===== src/rtl/fetch_unit.sv =====
// fetch_unit
//   Owns the fetch PC, issues in-order pipelined reads to instruction memory
//   over req/gnt/rvalid, buffers returned words with their PCs in a prefetch
//   queue and presents the queue head to the control unit (valid/ready).
//   Redirects (absolute or relative to the head PC) flush the queue and
//   discard responses still in flight.
//
// Ports
//   clk             clock, rising edge
//   rst             synchronous reset, active low
//   mem_req         fetch request valid
//   mem_addr        fetch address (current fetch PC)
//   mem_gnt         request accepted this cycle
//   mem_rvalid      response word valid
//   mem_rdata       response word
//   redirect_valid  redirect this cycle
//   redirect_add    1: target = out_pc + redirect_value, 0: target = redirect_value
//   redirect_value  offset or absolute target
//   out_valid       queue head valid
//   out_instr       head instruction
//   out_pc          head PC
//   out_ready       consumer pops head
//   fifo_count      entries held in the queue

module fetch_unit #(
  parameter int                    ADDR_WIDTH = 10,
  parameter int                    DATA_WIDTH = 32,
  parameter logic [ADDR_WIDTH-1:0] RESET_PC   = '0,
  parameter int                    PC_STEP    = 4,
  parameter int                    FIFO_DEPTH = 4
) (
  input  logic                          clk,
  input  logic                          rst,
  output logic                          mem_req,
  output logic [ADDR_WIDTH-1:0]         mem_addr,
  input  logic                          mem_gnt,
  input  logic                          mem_rvalid,
  input  logic [DATA_WIDTH-1:0]         mem_rdata,
  input  logic                          redirect_valid,
  input  logic                          redirect_add,
  input  logic [ADDR_WIDTH-1:0]         redirect_value,
  output logic                          out_valid,
  output logic [DATA_WIDTH-1:0]         out_instr,
  output logic [ADDR_WIDTH-1:0]         out_pc,
  input  logic                          out_ready,
  output logic [$clog2(FIFO_DEPTH):0]   fifo_count
);

  localparam int PTR_W = $clog2(FIFO_DEPTH);
  localparam int CNT_W = PTR_W + 1;
  localparam logic [ADDR_WIDTH-1:0] STEP = ADDR_WIDTH'(PC_STEP);

  logic [ADDR_WIDTH-1:0] fetch_pc;
  logic [ADDR_WIDTH-1:0] resp_pc;
  logic [ADDR_WIDTH-1:0] last_pc;
  logic [DATA_WIDTH-1:0] last_instr;
  logic [ADDR_WIDTH-1:0] target;

  logic [DATA_WIDTH-1:0] q_instr [FIFO_DEPTH];
  logic [ADDR_WIDTH-1:0] q_pc    [FIFO_DEPTH];
  logic [PTR_W-1:0]      rd_ptr;
  logic [PTR_W-1:0]      wr_ptr;

  logic [CNT_W-1:0]      count;
  logic [CNT_W-1:0]      inflight;
  logic [CNT_W-1:0]      inflight_nxt;
  logic [CNT_W-1:0]      discard;
  logic [CNT_W:0]        credit_used;

  logic                  fire;
  logic                  push;
  logic                  pop;

  // Queued entries plus outstanding requests (including ones to be
  // discarded) never exceed the queue depth, so a push always has room.
  assign credit_used = {1'b0, count} + {1'b0, inflight};
  assign mem_req     = rst && (credit_used < (CNT_W+1)'(FIFO_DEPTH));
  assign mem_addr    = fetch_pc;
  assign fire        = mem_req && mem_gnt;

  assign out_valid   = (count != '0);
  // While empty the outputs show the last head that was presented.
  assign out_instr   = out_valid ? q_instr[rd_ptr] : last_instr;
  assign out_pc      = out_valid ? q_pc[rd_ptr]    : last_pc;
  assign fifo_count  = count;

  assign pop          = out_valid && out_ready;
  assign push         = mem_rvalid && (discard == '0);
  assign inflight_nxt = inflight + CNT_W'(fire) - CNT_W'(mem_rvalid);
  assign target       = redirect_add ? (out_pc + redirect_value) : redirect_value;

  always_ff @(posedge clk) begin
    if (!rst) begin
      fetch_pc   <= RESET_PC;
      resp_pc    <= RESET_PC;
      rd_ptr     <= '0;
      wr_ptr     <= '0;
      count      <= '0;
      inflight   <= '0;
      discard    <= '0;
      last_pc    <= '0;
      last_instr <= '0;
    end else begin
      inflight <= inflight_nxt;
      if (out_valid) begin
        last_pc    <= q_pc[rd_ptr];
        last_instr <= q_instr[rd_ptr];
      end
      if (redirect_valid) begin
        // Everything still outstanding after this edge belongs to the old
        // stream; a response arriving this cycle is simply not pushed.
        fetch_pc <= target;
        resp_pc  <= target;
        discard  <= inflight_nxt;
        rd_ptr   <= '0;
        wr_ptr   <= '0;
        count    <= '0;
      end else begin
        if (fire) begin
          fetch_pc <= fetch_pc + STEP;
        end
        if (mem_rvalid && (discard != '0)) begin
          discard <= discard - CNT_W'(1);
        end
        if (push) begin
          resp_pc <= resp_pc + STEP;
          wr_ptr  <= wr_ptr + PTR_W'(1);
        end
        if (pop) begin
          rd_ptr <= rd_ptr + PTR_W'(1);
        end
        count <= count + CNT_W'(push) - CNT_W'(pop);
      end
    end
  end

  // Queue storage needs no reset; validity is tracked by count.
  always_ff @(posedge clk) begin
    if (rst && !redirect_valid && push) begin
      q_instr[wr_ptr] <= mem_rdata;
      q_pc[wr_ptr]    <= resp_pc;
    end
  end

endmodule


===== config.mk =====
export PLATFORM = sky130hd
export DESIGN_NAME = fetch_unit
export DESIGN_NICKNAME = d
export VERILOG_FILES = /design/src/rtl/fetch_unit.sv
export SDC_FILE = /design/constraint.sdc
export NUM_CORES = 1
export LEC_CHECK = 0
export CORE_UTILIZATION = 30
export CTS_BUF_LIST = sky130_fd_sc_hd__clkbuf_4 sky130_fd_sc_hd__clkbuf_8
export CTS_CLUSTER_DIAMETER = 40
export DETAILED_ROUTE_END_ITERATION = 8
export DONT_BUFFER_PORTS = 1
export SETUP_SLACK_MARGIN = 0.4
export SYNTH_ARGS = -nofsm -noshare
export SYNTH_HDL_FRONTEND = slang
export SYNTH_SLANG_ARGS = --single-unit

===== constraint.sdc =====
create_clock -name clk -period 5.3 [get_ports clk]
set_input_delay 1.325 -clock clk [delete_from_list [all_inputs] [get_ports clk]]
set_output_delay 1.325 -clock clk [all_outputs]
set_load 0.02 [all_outputs]

==> flow_summary_export.csv <==
group,metric,value,unit
status,status,"complete, no violations",
clocking,numCtsBuffers,42,
synthesis,synth_top_flop_cell,"edfxtp_1",
pwr,power,4.783,mW
layout,drive_above_1_share,0.1673,
global_routing,grt_pass1_wl,32.73,mm
route,dr.first_iter.drc_count,260,
layout,nets,813,
flow_run,maxCapViolations,0,
clocking,postCtsSetupBuffers,0,
floorplanning,die_w,184.2,um
synthesis,ys_ff_latch,245,
setup_path,cp.required,3.97,ns
floorplanning,start_util,0.3053,
global_routing,grt_usage,0.1275,
setup_path,path_cells,"buf_4 -> mux4_2 -> nand2_1 -> nand2_1",
layout,diodes,0,
setup_path,crit_path_end_kind,"output port",
setup_path,crit_fanout,25,
floorplanning,die_y,184.2,um
pwr,powerDensity,423.2,nW/um2
route,ant_nets,0,
clocking,tritoncts,"done",
clocking,cts_hold_buf,0,
timing,slew_headroom,0.4189,
synthesis,syn_avg_cell_area,13.95,um2
route,viasPerCell,4.548,
placed_design,post-place-cells,1136,
floorplanning,coreArea,32620,um2
placed_design,dpl.hpwl,13.60,mm
clocking,cts_max_path_buffers,3,
placed_design,place_congestion,0.7807,
route,wirelength,21.04,mm
route,drc,0,
synthesis,syn-cell-area,9960,um2
placed_design,dp_slack,1.597,ns
route,firstDrtPassIters,4,
placed_design,portBuffers,0,
synthesis,syn-num-nets,789,
timing,setup_tns,0,ns
timing,slew_violations,0,
floorplanning,io_pins,106,
clocking,clk_latency,0.53,ns
synthesis,syn-instance-count,714,
synthesis,yosysSeqAreaShare,0.6613,
pwr,p_leak,4.018,nW
route,vias,5517,
timing,setup_violations,0,
global_routing,grt_remaining_overflow,0,
timing,skew,0.01486,ns
timing,setup_slack,1.450,ns
synthesis,synthTopCellsByArea,"edfxtp_1 (51%), dfxtp_1 (15%), mux4_2 (9.5%)",
global_routing,grt_pass1_vias,5775,
timing,hold_violations,0,
route,wire_per_inst,17.34,um
clocking,post_cts_resized,0,
setup_path,start_kind,"flip-flop",
setup_path,crit_path_frequent_cell,"nand2_1",
layout,final_cells,1213,
floorplanning,dieArea,33930,um2
timing,worst_pin_slew,0.8717,ns
pwr,vdd_drop_max,0.0002171,V
timing,fin_crit_sh,0.7265,
synthesis,ys_warn_count,0,
synthesis,post-synth-top-count-cell,"edfxtp_1",
floorplanning,num_rows,66,
synthesis,synth_edf_count,168,
clocking,clockRootBuffer,"clkbuf_8",
global_routing,antenna_found_initial,0,
setup_path,timing_worst_setup_path_type,"reg -> out",
setup_path,worst_path_largest_cell_delay,0.58,ns
timing,max_freq,259.7,MHz
synthesis,synthArstFlopShare,0,
layout,fillers,3173,
clocking,clk_pin_slew,0.06,ns
worst_hold_path,hp-class,"reg -> reg",
timing,min_period,3.850,ns
synthesis,yosys.area.top_type,"edfxtp_1",
clocking,cts_sinks,245,
synthesis,synth.top_cell.area_share,0.5065,
layout,syn2layout_area_growth,13.48,%
global_routing,grt_max_degree,66,
setup_path,critical-path-slowest-cell,"mux4_2",
synthesis,ys_types,51,
clocking,h-tree-depth,2,
synthesis,synth_common_cells,"edfxtp_1 (168), nand2_1 (141), dfxtp_1 (77), and2_1 (51), mux4_2 (42)",
timing,rsz0062_at_grt,"no",
setup_path,critical_path_arrival,2.53,ns
[registers in the layout (all words and copies together) (netlist names), named ones only]
name and cells:
mem_addr 10, resp_pc 10, fifo_count 3, q_pc 40, wr_ptr 2, inflight 3
q_instr 128, discard 3, rd_ptr 2, last_pc 10, last_instr 32
[report_power, final]
group          switching, mW  internal [mW]
clock network          0.736          0.884
logic                  0.606          0.285
registers             0.0927           2.18
[kinds of logic (layout without fill, tap and decap cells)]
logic type               after synthesis  after routing  share of synthesized area
buffers and inverters                 53            110                    0.02136
XOR/XNOR                              24             24                    0.02111
adder cells (fa/ha/maj)               26             26                    0.03493
multiplexers                          46             46                     0.1003
AND/OR/NAND/NOR                      245            245                     0.1114
flip-flops                           245            245                     0.6613
AO/OA/AOI/OAI                         75             75                    0.04963
[per-stage QoR]
stage	util	instance area (um2)	hold WS, ns
detailed placement	0.3214	10490	0.5045
CTS	0.3465	11300	0.5132
global route	0.3465	11300	0.5408
floorplan	-	9960	0.4600
finish	0.3465	11300	0.5152
global placement	0.3214	10490	0.4920
[layer usage]
| metal | vias up | share of wire | GRT usage |
|---|---|---|---|
| met5 | - | 0 | 0 |
| met4 | 0 | 0.021 | 0.04200 |
| met3 | 41 | 0.059 | 0.03715 |
| met2 | 106 | 0.51 | 0.2241 |
| met1 | 2715 | 0.41 | 0.1483 |
| li1 | 2655 | - | - |
[final cells by class]
| type | instances | area (um2) | area share |
|---|---|---|---|
| inverters | 21 | 78.83 | 0.006974 |
| clock inverters | 20 | 101.3 | 0.008967 |
| clock buffers | 57 | 715.7 | 0.06332 |
| repair buffers | 12 | 90.09 | 0.007971 |
| multi-input cells | 416 | 3172 | 0.2806 |
| flip-flops and latches | 245 | 6591 | 0.5832 |
| well taps | 442 | 553.0 | 0.04893 |
[final timing paths]
kind	start	to	slack, ns	cells after the start
hold reg to reg	wr_ptr[1]$_SDFFE_PP0P_	wr_ptr[1]$_SDFFE_PP0P_	0.52	2
setup reg to reg	flip-flop	mem_addr[8]$_SDFFE_PN0N_	1.67	12
hold / removal	wr_ptr[1]$_SDFFE_PP0P_	wr_ptr[1]$_SDFFE_PP0P_	0.52	2
setup / recovery	flip-flop	out_instr[17]	1.45	4
[worst max-delay path: cells and delay by family, from the launching register on]
kind	cells	cell delay (ns)
simple gates	2	0.30
buf+inv	1	0.52
flops	1	0.57
mux	1	0.58
[cell usage in the layout, fill, tap and decap left out, types with 2 or more instances in the layout]
cell        n
o311a_1     2
clkinv_2    4
buf_4      12
and2_2      4
or3_1       2
nand2b_1    2
nor3_1      3
nand2_1   141
and2_1     47
o211ai_1    2
ha_1       23
nor2_1     25
xnor2_1    12
dfxtp_1    75
xor2_1     12
o31a_1      2
edfxtp_1  168
clkbuf_8   46
a31oi_1     8
mux4_2     42
nand3_1     8
nand4_1     3
nor2b_1     3
clkbuf_4   11
a21boi_0    3
inv_1      18
clkinv_1   14
fa_1        3
mux2i_1     3
o31ai_1     3
a21o_1      5
o21a_1      5
and3_1      4
o21ai_0    17
a21oi_1    16
No activity file was read; power rests on OpenSTA's default activity.
